### config.mk
export PLATFORM = sky130hd
export DESIGN_NAME = reset_sequencer
export DESIGN_NICKNAME = d
export VERILOG_FILES = /design/src/rtl/reset_sequencer_pkg.sv /design/src/rtl/reset_seq_counter.sv /design/src/rtl/reset_sequencer.sv
export SDC_FILE = /design/constraint.sdc
export NUM_CORES = 1
export LEC_CHECK = 0
export BUFFER_PORTS_ARGS = -buffer_cell sky130_fd_sc_hd__buf_4
export CAP_MARGIN = 10
export CORE_ASPECT_RATIO = 0.8
export CORE_MARGIN = 5
export CORE_UTILIZATION = 40
export DETAILED_ROUTE_END_ITERATION = 7
export PLACE_DENSITY = 0.66
export SYNTH_ARGS = -nofsm -noshare
export SYNTH_HDL_FRONTEND = slang
export SYNTH_SLANG_ARGS = --single-unit
### constraint.sdc
create_clock -name CLK -period 2.65 [get_ports CLK]
set_input_delay 0.795 -clock CLK [delete_from_list [all_inputs] [get_ports CLK]]
set_output_delay 0.795 -clock CLK [all_outputs]
set_load 0.01 [all_outputs]
### src/rtl/reset_sequencer_pkg.sv
// Shared reset-sequencer definitions: debug state encoding and sizing helpers.
package reset_sequencer_pkg;

    localparam int SEQ_STATE_W = 2;

    typedef enum logic [SEQ_STATE_W-1:0] {
        ST_HOLD    = 2'd0,
        ST_RELEASE = 2'd1,
        ST_RUN     = 2'd2,
        ST_SWRST   = 2'd3
    } seq_state_e;

    function automatic int cnt_width(input int stage_delay, input int pulse_min);
        int m;
        m = (stage_delay > pulse_min) ? stage_delay : pulse_min;
        return $clog2(m + 1);
    endfunction

endpackage

### src/rtl/reset_seq_counter.sv
// Loadable down-counter that saturates at zero; flags the last count and zero.
module reset_seq_counter #(
    parameter int W = 4
) (
    input  logic         clk,
    input  logic         rst,
    input  logic         load,
    input  logic [W-1:0] load_val,
    output logic         tc,
    output logic         zero
);

    logic [W-1:0] cnt_q;
    logic [W-1:0] cnt_d;

    always_comb begin
        cnt_d = cnt_q;
        if (load) begin
            cnt_d = load_val;
        end else if (cnt_q != '0) begin
            cnt_d = cnt_q - 1'b1;
        end
    end

    always_ff @(posedge clk or posedge rst) begin
        if (rst) begin
            cnt_q <= '0;
        end else begin
            cnt_q <= cnt_d;
        end
    end

    assign tc   = (cnt_q == W'(1));
    assign zero = (cnt_q == '0);

endmodule

### src/rtl/reset_sequencer.sv
// Staged reset release with software reset request and minimum hold pulse.
module reset_sequencer
    import reset_sequencer_pkg::*;
#(
    parameter int NUM_STAGES  = 4,
    parameter int STAGE_DELAY = 16,
    parameter int PULSE_MIN   = 8
) (
    input  logic                   CLK,
    input  logic                   RST,
    input  logic                   SW_RST_REQ,
    output logic                   SW_RST_ACK,
    output logic [NUM_STAGES-1:0]  OUT_RST_N,
    output logic                   ALL_READY,
    output logic [SEQ_STATE_W-1:0] SEQ_STATE
);

    localparam int CNT_W = cnt_width(STAGE_DELAY, PULSE_MIN);
    localparam int IDX_W = (NUM_STAGES > 1) ? $clog2(NUM_STAGES) : 1;

    seq_state_e            state_q, state_d;
    logic [NUM_STAGES-1:0] out_q, out_d;
    logic [IDX_W-1:0]      idx_q, idx_d;
    logic                  ready_q, ready_d;
    logic                  ack_q, ack_d;
    logic                  load;
    logic [CNT_W-1:0]      load_val;
    logic                  cnt_tc;
    logic                  cnt_zero;

    reset_seq_counter #(
        .W(CNT_W)
    ) u_cnt (
        .clk      (CLK),
        .rst      (RST),
        .load     (load),
        .load_val (load_val),
        .tc       (cnt_tc),
        .zero     (cnt_zero)
    );

    always_comb begin
        state_d  = state_q;
        out_d    = out_q;
        idx_d    = idx_q;
        load     = 1'b0;
        load_val = '0;
        unique case (state_q)
            ST_HOLD: begin
                if (SW_RST_REQ) begin
                    state_d  = ST_SWRST;
                    out_d    = '0;
                    idx_d    = '0;
                    load     = 1'b1;
                    load_val = CNT_W'(PULSE_MIN);
                end else if ((cnt_zero && STAGE_DELAY == 1) || cnt_tc) begin
                    out_d[0] = 1'b1;
                    load     = 1'b1;
                    if (NUM_STAGES == 1) begin
                        state_d = ST_RUN;
                    end else begin
                        state_d  = ST_RELEASE;
                        idx_d    = IDX_W'(1);
                        load_val = CNT_W'(STAGE_DELAY);
                    end
                end else if (cnt_zero) begin
                    // Entry with a cleared counter: the first edge itself counts.
                    load     = 1'b1;
                    load_val = CNT_W'(STAGE_DELAY - 1);
                end
            end
            ST_RELEASE: begin
                if (SW_RST_REQ) begin
                    state_d  = ST_SWRST;
                    out_d    = '0;
                    idx_d    = '0;
                    load     = 1'b1;
                    load_val = CNT_W'(PULSE_MIN);
                end else if (cnt_tc) begin
                    out_d[idx_q] = 1'b1;
                    load         = 1'b1;
                    if (idx_q == IDX_W'(NUM_STAGES - 1)) begin
                        state_d = ST_RUN;
                    end else begin
                        idx_d    = idx_q + 1'b1;
                        load_val = CNT_W'(STAGE_DELAY);
                    end
                end
            end
            ST_RUN: begin
                if (SW_RST_REQ) begin
                    state_d  = ST_SWRST;
                    out_d    = '0;
                    idx_d    = '0;
                    load     = 1'b1;
                    load_val = CNT_W'(PULSE_MIN);
                end
            end
            ST_SWRST: begin
                if (cnt_zero && !SW_RST_REQ) begin
                    state_d = ST_HOLD;
                    load    = 1'b1;
                end
            end
            default: begin
                state_d = ST_HOLD;
            end
        endcase
        ready_d = (state_q == ST_RUN) && (state_d == ST_RUN);
        ack_d   = (state_q == ST_SWRST) && (state_d == ST_SWRST)
                  && (cnt_zero || cnt_tc);
    end

    always_ff @(posedge CLK or posedge RST) begin
        if (RST) begin
            state_q <= ST_HOLD;
            out_q   <= '0;
            idx_q   <= '0;
            ready_q <= 1'b0;
            ack_q   <= 1'b0;
        end else begin
            state_q <= state_d;
            out_q   <= out_d;
            idx_q   <= idx_d;
            ready_q <= ready_d;
            ack_q   <= ack_d;
        end
    end

    assign OUT_RST_N  = out_q;
    assign ALL_READY  = ready_q;
    assign SW_RST_ACK = ack_q;
    assign SEQ_STATE  = state_q;

endmodule
==> out/metrics.cfg <==
[critical_path]
worstPathMaxFanout = 8
worst_ep_arrival_time_ns = 2.28
r2r_cells = 5
reg2reg_launch_point = SEQ_STATE[1]
worst_ep_required_time_ns = 2.85
setup.worst_path.class = register to register
timing.reg2reg.setup_slack_ns = 0.57
timing.critical_path.from_type = register
rr_endpoint = u_cnt.cnt_q[3]
critPathCaptureType = register

[synthesis]
ys_seq_elements = 15
yosysSeqAreaShare_pct = 33.0
ys.flop_type = dfrtp_1
post_synth_num_cell_types = 44
post_synth_instance_area_um2 = 1140
async_reset_ff_share_pct = 100
syn_area_per_cell_um2 = 9.64
post_synth_inst_count = 118
synth-edff-count = 0
yosys_warnings = 0
syn_nets = 133

[global_routing]
global_route.usage.met3_pct = 5.03
globalRouteMet2Util_pct = 17.5
globalRouteOverflowTotal = 0
grt-busiest-layer = met1
grt_max_degree = 16
grt_pass1_vias = 864
antenna_found_initial = 0
gr-usage-met1_pct = 18.1
gr_usage_total_pct = 13.1
grt_first_pass_wirelength_um = 4180

[layout]
diodes = 0
flow.area_growth_from_synthesis_pct = 12.0
finish.net_count = 144
layout_common_cells = 15 x dfrtp_1, 15 x inv_1, 12 x ha_1, 12 x buf_4
finish.instance_area_um2 = 1270
final_core_utilization_pct = 46.4
drive_gt1_share_pct = 19.5
instances_no_fill = 166

[timing]
report.final.slew_viol_count = 0
min_period_over_period_pct = 78.6
finalSetupViolations = 0
clock-skew-final_ns = 0.0103
slew-limit-headroom_pct = 60.0
final.min_clock_period_ns = 2.08
hold_violations = 0
setup_tns_ns = 0
worst-slew-pin-transition_ns = 0.599
fmax_mhz = 480
grt_setup_unrepaired = false

[place]
place.detailed.hpwl_um = 1730
io_buffer_count = 10
place_area_um2 = 1250
routabilityCongestion = 0.863
numPlacedInstances = 162

[drt]
drcViolationCount = 0
drt.antenna.violating_nets = 0
avgRoutedWirePerCell_um = 14.5
vias = 910
drt_first_pass_iters = 4
initialDrtViolationCount = 32
routed_wirelength_um = 2410
routed_vias_inst = 5.48

[power_and_ir_drop]
power_per_cell_area_nw_per_um2 = 1210
ir_worst_vdd_mv = 0.516
leakage_power_of_the_design_uw = 0.000592

[outcome]
run_status = completed

[clocking]
hold_buffers_post_cts = 0
tritoncts = built
root_buffer = clkbuf_4
post_cts.repair.setup_buffers = 0
worst_setup_hold_path_clk_slew_ns = 0.10
clock_tree.buffer_depth = 2
cts.repair.resized = 0
cts-buffers-inserted = 3
clock_tree.htree_level_count = 1
cts.sinks = 15
clock_latency_on_the_worst_skew_pair_ns = 0.30

[min_path]
hold_start = OUT_RST_N[3]
whs_endpoint = OUT_RST_N[3]
hold_path_depth = 2
worstHoldPathType = register to register

[floorplan]
die_area_um2 = 4020
die_x_um = 69.6
num_rows = 17
core_region_area_um2 = 2740
floorplan.io_pins = 11
floorplan.initialDensity_pct = 41.5
floorplan.die.height_um = 57.7

[flow_run]
maxCapViolCount = 0

## synthesized netlist by cell type, types with 2 or more instances
| cell type | instances | area share, % |
|---|---|---|
| o21ai_1 | 2 | 0.88 |
| dfrtp_1 | 15 | 33 |
| ha_1 | 12 | 13 |
| nor2_1 | 8 | 2.6 |
| nor4b_1 | 2 | 1.5 |
| o211ai_1 | 4 | 2.6 |
| nor3_1 | 3 | 1.3 |
| xnor2_1 | 4 | 3.1 |
| a21oi_1 | 8 | 3.5 |
| buf_2 | 4 | 1.8 |
| o21ai_0 | 5 | 2.2 |
| a22oi_1 | 3 | 2.0 |
| mux2_4 | 2 | 2.6 |
| o41ai_1 | 2 | 1.5 |
| inv_1 | 15 | 5.0 |
## registers in the layout, indices dropped and copies added, names as in the netlist
signal       flops
idx_q            2
SW_RST_ACK       1
OUT_RST_N        4
ALL_READY        1
u_cnt.cnt_q      5
SEQ_STATE        2
## layout make-up
class / count / area, um2
fillers: 241 / 1470
multi-input cells: 82 / 677
flip-flops and latches: 15 / 375
repair buffers: 12 / 90.1
inverters: 15 / 56.3
well taps: 38 / 47.5
clock buffers: 3 / 22.5
clock inverters: 1 / 5.00
## worst max-delay path by stage
stage / start / to / slack [ns] / depth (start not counted)
2_1_floorplan: SEQ_STATE[0] / SW_RST_ACK / 0.69 / 7
3_5_place_dp: SEQ_STATE[1] / u_cnt.cnt_q[4] / 0.57 / 5
4_1_cts: SEQ_STATE[1] / u_cnt.cnt_q[4] / 0.56 / 5
3_3_place_gp: SW_RST_REQ / u_cnt.cnt_q[4] / 0.64 / 5
6_report: SEQ_STATE[1] / u_cnt.cnt_q[3] / 0.57 / 5
5_1_grt: SEQ_STATE[1] / u_cnt.cnt_q[2] / 0.44 / 5
## layer usage
layer	part of all wire, %	routed length, um
met5	0	0
met4	2.2	53
met3	5.9	142
met2	42	1020
met1	49	1190
## kinds of logic (layout without fill, tap and decap cells)
kind of cell,after synthesis,count (layout),synth area share (%)
and+or+nand+nor,25,25,15.7
xor gates and xnor gates,4,4,3.08
buffers and inverters,21,31,7.48
muxes,3,3,3.63
adders and majority gates,12,12,13.2
AOI/OAI and AO/OA,38,38,23.9
DFF,15,15,33.0
## per-stage QoR
| step | hold WS [ns] | power, uW | setup slack, ns |
|---|---|---|---|
| 3_5_place_dp | 0.519 | 1400 | 0.567 |
| 2_1_floorplan | 0.528 | 1150 | 0.691 |
| 4_1_cts | 0.537 | 1550 | 0.559 |
| 6_report | 0.537 | 1540 | 0.566 |
| 3_3_place_gp | 0.523 | 1370 | 0.639 |
| 5_1_grt | 0.559 | 1690 | 0.439 |
## worst max-delay path, cell delays in order, from the launching register on
cell and delay (ns):
dfrtp_1 0.48, ha_1 0.37, inv_1 0.21, o21a_1 0.21, or3_4 0.40, mux2_4 0.30
## power by group
group	switching (uW)	internal [uW]
clock network	81.9	56.4
registers	96.0	309
logic	530	466
(Power assumes the default switching activity.)
